$ cat src/rtl/sim_console_mux_if.sv
// Tagged byte stream from the console mux to its sink.
interface sim_console_mux_if #(
    parameter int DATA_W = 8,
    parameter int CHAN_W = 1
);
    logic [DATA_W-1:0] out_data;
    logic [CHAN_W-1:0] out_chan;
    logic              out_valid;
    logic              out_ready;

    modport master (output out_data, output out_chan, output out_valid, input out_ready);
    modport slave  (input out_data, input out_chan, input out_valid, output out_ready);
endinterface

$ cat src/rtl/sim_console_mux.sv
// Console collector: per-channel byte FIFOs drained round-robin into one tagged
// stream, first-exit-code latch with drain-before-done, optional cycle watchdog.
//
// state     | meaning
// S_RUN     | no exit request seen yet
// S_PENDING | exit code latched, waiting for buffered text to drain
// S_DONE    | exit latched and all text drained; held until rst
module sim_console_mux #(
    parameter int CHANNELS = 2,
    parameter int DATA_W   = 8,
    parameter int DEPTH    = 4,
    parameter int EDGE     = 1,
    parameter int TIMEOUT  = 0,
    parameter int CNT_W    = 32
) (
    input  logic                         clk,
    input  logic                         rst,
    input  logic [CHANNELS*DATA_W-1:0]   ch_data,
    input  logic [CHANNELS-1:0]          ch_strobe,
    output logic [CHANNELS-1:0]          ch_overflow,
    sim_console_mux_if.master            out_if,
    input  logic                         exit_strobe,
    input  logic [DATA_W-1:0]            exit_code,
    output logic                         done,
    output logic [DATA_W-1:0]            done_code,
    output logic                         timeout
);
    localparam int CHAN_W = (CHANNELS > 1) ? $clog2(CHANNELS) : 1;
    localparam int PTR_W  = $clog2(DEPTH);

    typedef enum logic [1:0] {S_RUN, S_PENDING, S_DONE} state_t;
    state_t state, state_nx;

    logic [CHANNELS-1:0]   strobe_q, ev, full, empty, push, pop;
    logic                  exit_q, exit_ev;
    logic [DATA_W-1:0]     mem [CHANNELS][DEPTH];
    logic [PTR_W:0]        wr_ptr [CHANNELS];
    logic [PTR_W:0]        rd_ptr [CHANNELS];
    logic [CHAN_W-1:0]     arb_ptr, gnt_idx, gnt_next;
    logic [CHAN_W:0]       gnt_sum;
    logic                  gnt_found, load;
    logic [2*CHANNELS-1:0] req_rot;
    logic [CNT_W-1:0]      wd_cnt;
    logic                  timeout_q, wd_hit;

    // Previous-sample registers reset high so a strobe held through reset is not an event.
    assign ev      = (EDGE != 0) ? (ch_strobe & ~strobe_q) : ch_strobe;
    assign exit_ev = (EDGE != 0) ? (exit_strobe & ~exit_q) : exit_strobe;
    assign push    = ev & ~full & {CHANNELS{!done}};

    always_comb begin
        empty = '0;
        full  = '0;
        for (int i = 0; i < CHANNELS; i++) begin
            empty[i] = (wr_ptr[i] == rd_ptr[i]);
            full[i]  = ((wr_ptr[i] - rd_ptr[i]) == (PTR_W+1)'(DEPTH));
        end
    end

    assign load    = !out_if.out_valid || out_if.out_ready;
    assign req_rot = {~empty, ~empty} >> arb_ptr;

    // Lowest rotated offset wins, giving the first non-empty FIFO at or above arb_ptr.
    always_comb begin
        gnt_found = 1'b0;
        gnt_sum   = '0;
        for (int k = CHANNELS - 1; k >= 0; k--) begin
            if (req_rot[k]) begin
                gnt_found = 1'b1;
                gnt_sum   = {1'b0, arb_ptr} + (CHAN_W+1)'(k);
            end
        end
        if (gnt_sum >= (CHAN_W+1)'(CHANNELS)) gnt_sum = gnt_sum - (CHAN_W+1)'(CHANNELS);
        gnt_idx  = gnt_sum[CHAN_W-1:0];
        gnt_next = (gnt_idx == CHAN_W'(CHANNELS - 1)) ? '0 : gnt_idx + 1'b1;
    end

    always_comb begin
        pop = '0;
        if (load && gnt_found) pop[gnt_idx] = 1'b1;
    end

    always_ff @(posedge clk) begin
        for (int i = 0; i < CHANNELS; i++) begin
            if (push[i]) mem[i][wr_ptr[i][PTR_W-1:0]] <= ch_data[i*DATA_W +: DATA_W];
        end
    end

    always_ff @(posedge clk) begin
        if (rst) begin
            strobe_q    <= '1;
            exit_q      <= 1'b1;
            ch_overflow <= '0;
            for (int i = 0; i < CHANNELS; i++) begin
                wr_ptr[i] <= '0;
                rd_ptr[i] <= '0;
            end
        end else begin
            strobe_q <= ch_strobe;
            exit_q   <= exit_strobe;
            for (int i = 0; i < CHANNELS; i++) begin
                if (push[i]) wr_ptr[i] <= wr_ptr[i] + 1'b1;
                if (pop[i])  rd_ptr[i] <= rd_ptr[i] + 1'b1;
                if (ev[i] && full[i] && !done) ch_overflow[i] <= 1'b1;
            end
        end
    end

    always_ff @(posedge clk) begin
        if (rst) begin
            out_if.out_valid <= 1'b0;
            out_if.out_data  <= '0;
            out_if.out_chan  <= '0;
            arb_ptr          <= '0;
        end else if (load) begin
            out_if.out_valid <= gnt_found;
            if (gnt_found) begin
                out_if.out_data <= mem[gnt_idx][rd_ptr[gnt_idx][PTR_W-1:0]];
                out_if.out_chan <= gnt_idx;
                arb_ptr         <= gnt_next;
            end
        end
    end

    always_ff @(posedge clk) begin
        if (rst) begin
            state     <= S_RUN;
            done_code <= '0;
        end else begin
            state <= state_nx;
            if (state == S_RUN && exit_ev) done_code <= exit_code;
        end
    end

    always_comb begin
        state_nx = state;
        case (state)
            S_RUN:     if (exit_ev) state_nx = S_PENDING;
            S_PENDING: if (&empty && !out_if.out_valid) state_nx = S_DONE;
            S_DONE:    state_nx = S_DONE;
            default:   state_nx = S_RUN;
        endcase
    end

    assign done = (state == S_DONE);

    // done already high at the terminal count suppresses the watchdog for good.
    assign wd_hit  = (TIMEOUT > 0) && (wd_cnt == CNT_W'(TIMEOUT)) && !done;
    assign timeout = timeout_q | wd_hit;

    always_ff @(posedge clk) begin
        if (rst) begin
            wd_cnt    <= '0;
            timeout_q <= 1'b0;
        end else begin
            if ((TIMEOUT > 0) && (wd_cnt != CNT_W'(TIMEOUT))) wd_cnt <= wd_cnt + 1'b1;
            timeout_q <= timeout;
        end
    end
endmodule

$ cat src/flat_wrapper.sv
// flat-port wrapper written by rule: the top's interface ports become plain ports
module sim_console_mux_flat 
#(
    parameter int CHANNELS = 2,
    parameter int DATA_W   = 8,
    parameter int DEPTH    = 4,
    parameter int EDGE     = 1,
    parameter int TIMEOUT  = 0,
    parameter int CNT_W    = 32
)
  (clk, rst, ch_data, ch_strobe, ch_overflow, exit_strobe, exit_code, done, done_code, timeout, out_if_out_data, out_if_out_chan, out_if_out_valid, out_if_out_ready);
  sim_console_mux_if #(.DATA_W(DATA_W)) out_if_i ();
  input  logic clk;
  input  logic rst;
  input  logic [CHANNELS*DATA_W-1:0] ch_data;
  input  logic [CHANNELS-1:0] ch_strobe;
  output logic [CHANNELS-1:0] ch_overflow;
  input  logic exit_strobe;
  input  logic [DATA_W-1:0] exit_code;
  output logic done;
  output logic [DATA_W-1:0] done_code;
  output logic timeout;
  output wire logic [$bits(out_if_i.out_data)-1:0] out_if_out_data;
  output wire logic [$bits(out_if_i.out_chan)-1:0] out_if_out_chan;
  output wire logic [$bits(out_if_i.out_valid)-1:0] out_if_out_valid;
  input wire logic [$bits(out_if_i.out_ready)-1:0] out_if_out_ready;
  assign out_if_out_data = out_if_i.out_data;
  assign out_if_out_chan = out_if_i.out_chan;
  assign out_if_out_valid = out_if_i.out_valid;
  assign out_if_i.out_ready = out_if_out_ready;
  sim_console_mux #(.CHANNELS(CHANNELS), .DATA_W(DATA_W), .DEPTH(DEPTH), .EDGE(EDGE), .TIMEOUT(TIMEOUT), .CNT_W(CNT_W)) u_core (.clk(clk), .rst(rst), .ch_data(ch_data), .ch_strobe(ch_strobe), .ch_overflow(ch_overflow), .out_if(out_if_i), .exit_strobe(exit_strobe), .exit_code(exit_code), .done(done), .done_code(done_code), .timeout(timeout));
endmodule
$ cat config.mk
export PLATFORM = sky130hd
export DESIGN_NAME = sim_console_mux_flat
export DESIGN_NICKNAME = d
export VERILOG_FILES = /design/src/rtl/sim_console_mux_if.sv /design/src/rtl/sim_console_mux.sv /design/src/flat_wrapper.sv
export SDC_FILE = /design/constraint.sdc
export NUM_CORES = 1
export LEC_CHECK = 0
export BUFFER_PORTS_ARGS = -buffer_cell sky130_fd_sc_hd__buf_4
export CAP_MARGIN = 20
export CORE_MARGIN = 1
export CORE_UTILIZATION = 57
export CTS_CLUSTER_SIZE = 30
export DETAILED_ROUTE_END_ITERATION = 10
export PLACE_DENSITY_LB_ADDON = 0.25
export SLEW_MARGIN = 20
export SYNTH_ARGS = -nofsm -noshare
export SYNTH_HDL_FRONTEND = slang
export SYNTH_SLANG_ARGS = --single-unit
$ cat constraint.sdc
create_clock -name clk -period 2.35 [get_ports clk]
set_input_delay 0.47 -clock clk [delete_from_list [all_inputs] [get_ports clk]]
set_output_delay 0.47 -clock clk [all_outputs]
set_load 0.005 [all_outputs]
==> out/results.ini <==
[status]
status=completed

[routing]
drt-wirelength-per-cell_microns=16.1
wl_mm=6.97
topRoutingLayerUsed=met4
vias_per_cell=5.22
drt_iter0_markers=120
ant_nets=0
wl_met1_mm=3.30
drc=0
wl_met3_microns=318
vias=2256
wl_met2_mm=3.26
dr.pass1.iters=4

[setup_path]
worstPathArrival_ns=2.38
worst_setup_path_start_kind=flip-flop
cp-end-kind=flip-flop
worst-r2r-setup-slack_ns=0.21
crit_fanout=16
r2r_end=u_core.out_if.out_data[7]
endpoint=u_core.out_if.out_data[7]
reg2reg_depth=8
crit_path_start=u_core.wr_ptr[0][3]
critPathRequiredTime_ns=2.59
worstSetupPathType=reg -> reg
r2r-start=u_core.wr_ptr[0][3]

[layout]
antenna_cells=0
drive_gt1_frac=0.288
fill_cells=532
final_nets=375
seq_area_sq_um=2800
syn2layout_area_growth_pct=15.7
multiInputGateArea_sq_um=1300

[grt]
grt_overflow=0
track_usage=0.194
antenna_found_initial=0
grt_max_degree=34
grt_pass1_wl_mm=10.7
grt_pass1_vias=2155

[synth]
synthTopCellsByArea=edfxtp_1 (54%), dfxtp_1 (12%), mux4_2 (8.5%)
yosys.cell_types.count=37
synthTopCellsByCount=edfxtp_1 (76), nor2_1 (35), dfxtp_1 (26)
netlist_instances=274
yosysTopAreaCell=edfxtp_1
synth-edff-count=76
ys.flop_type=edfxtp_1
ys.warnings.count=0
syn-num-nets=321
synth_top_area_frac=0.539
ys_ff_latch=102
synth_seq_area_share=0.663
syn_area_sq_um=4230
yosysMostFrequentCell=edfxtp_1
async_flop_share=0
avgSynthCellArea_sq_um=15.4

[sta]
rsz0062_at_grt=false
slew_headroom=0.611
skew_ns=0.0120
worstMarginPinSlew_ns=0.582
slew_violations=0
max_freq_ghz=0.468
post-route-min-period_ns=2.14
finalCritPeriodShare=0.910
setup_violations=0
finalSetupTns_ns=0
hold_violations=0
setup_ws_ns=0.212

[hold_path]
min_from=ch_strobe[1]
min_path_type=in -> reg

[power]
total_power_mw=4.58
power.density_nw_per_um2=935
power.leakage_nw=1.90
peakVddDrop_mv=0.435

[floorplan]
ios=52
start_util=0.586
die_area_sq_um=7770
die_w_microns=88.2
rows=31
fp.dieH_microns=88.2
core_area_sq_um=7210

[cts]
clock-root-buffer=clkbuf_8
path_clk_slew_ns=0.10
post_cts_resized=0
cts_tree=yes
post_cts_buffers=0
cts_max_level=3
cts_buffers=9
postCtsHoldBufs=0
clock_latency_ns=0.36
clockBufferDepth=2
cts.sinks=102

[place]
port-buffer-count=50
gp_congestion=0.735
detailed_place_hpwl_mm=4.88
pre_cts_slack_ns=0.228

[run]
cap_violations=0

==> how the worst min path moves through the flow <==
stage	to	slack, ns	depth (start not counted)
6_report	u_core.strobe_q[1]	0.30	2
3_5_place_dp	u_core.ch_overflow[0]	0.45	2
5_1_grt	u_core.strobe_q[1]	0.29	2
3_3_place_gp	u_core.ch_overflow[0]	0.44	2
2_1_floorplan	u_core.arb_ptr	0.44	2
4_1_cts	u_core.strobe_q[1]	0.30	2
==> cell families after synthesis <==
kind of cell | Yosys count | share of synthesized area
adders and majority gates | 17 | 0.0503
buffers and inverters | 28 | 0.0293
AOI/OAI and AO/OA | 20 | 0.0361
and+or+nand+nor | 64 | 0.0748
other | 1 | 0.000886
DFF | 102 | 0.663
xor gates and xnor gates | 8 | 0.0183
muxes | 34 | 0.128
==> cell usage in the layout (no fill, tap or decap), drive strengths merged <==
cell type / instances
nor3b: 1
a21o: 2
dfxtp: 26
clkbuf: 11
inv: 19
nor2: 35
edfxtp: 76
and2: 8
a21boi: 1
nor4: 1
ha: 17
nand2: 3
mux2i: 18
xnor2: 6
or3: 1
or2: 5
a21oi: 5
o31ai: 1
clkinv: 1
a211oi: 8
o21bai: 1
nand4: 1
nand2b: 6
mux4: 16
buf: 55
conb: 1
clkinvlp: 1
xor2: 2
nor2b: 2
nand3b: 1
o21a: 1
o22a: 1
==> metal layers <==
metal / vias up / global-route usage
li1: 1098 / -
met3: 9 / 0.0377
met1: 1100 / 0.287
met4: 0 / 0.0704
met5: - / 0
met2: 49 / 0.290
==> power breakdown <==
part	leakage, nW	switching [mW]	internal, mW
registers	0.919	0.100	2.13
logic	0.885	0.643	0.642
clock network	0.0959	0.608	0.456
==> critical path: stages, from the launching register on <==
cell and delay (ns):
edfxtp_1 0.41, inv_1 0.10, ha_1 0.29, nand2_1 0.12
nor4_2 0.48, nor2b_1 0.22, buf_4 0.24, nor2_1 0.12
a211oi_2 0.05
==> final cells by class <==
| class | instances | share of cell area |
|---|---|---|
| clock buffer | 11 | 0.0309 |
| inverter | 16 | 0.0123 |
| sequential | 102 | 0.573 |
| multi-input combinational | 144 | 0.266 |
| tap | 99 | 0.0253 |
| clock inverter | 5 | 0.00818 |
| timing repair buffer | 55 | 0.0844 |
==> registers in the layout, indices dropped and copies added, names as in the netlist <==
| name | flops |
|---|---|
| u_core.out_if.out_chan | 1 |
| u_core.exit_q | 1 |
| u_core.done_code | 8 |
| u_core.ch_overflow | 2 |
| u_core.rd_ptr | 6 |
| u_core.arb_ptr | 1 |
| u_core.out_if.out_valid | 1 |
| u_core.mem | 64 |
| u_core.strobe_q | 2 |
| u_core.out_if.out_data | 8 |
| u_core.state | 2 |
| u_core.wr_ptr | 6 |
==> per-stage QoR <==
step | cells | hold WS (ns) | util | instance area, sq um
after floorplan | 274 | 0.441 | - | 4230
after global placement | 416 | 0.440 | 0.652 | 4700
after detailed placement | 416 | 0.446 | 0.652 | 4700
after CTS | 432 | 0.295 | 0.678 | 4890
after global routing | 432 | 0.295 | 0.678 | 4890
final | 432 | 0.301 | 0.678 | 4890
(Power assumes the default switching activity.)
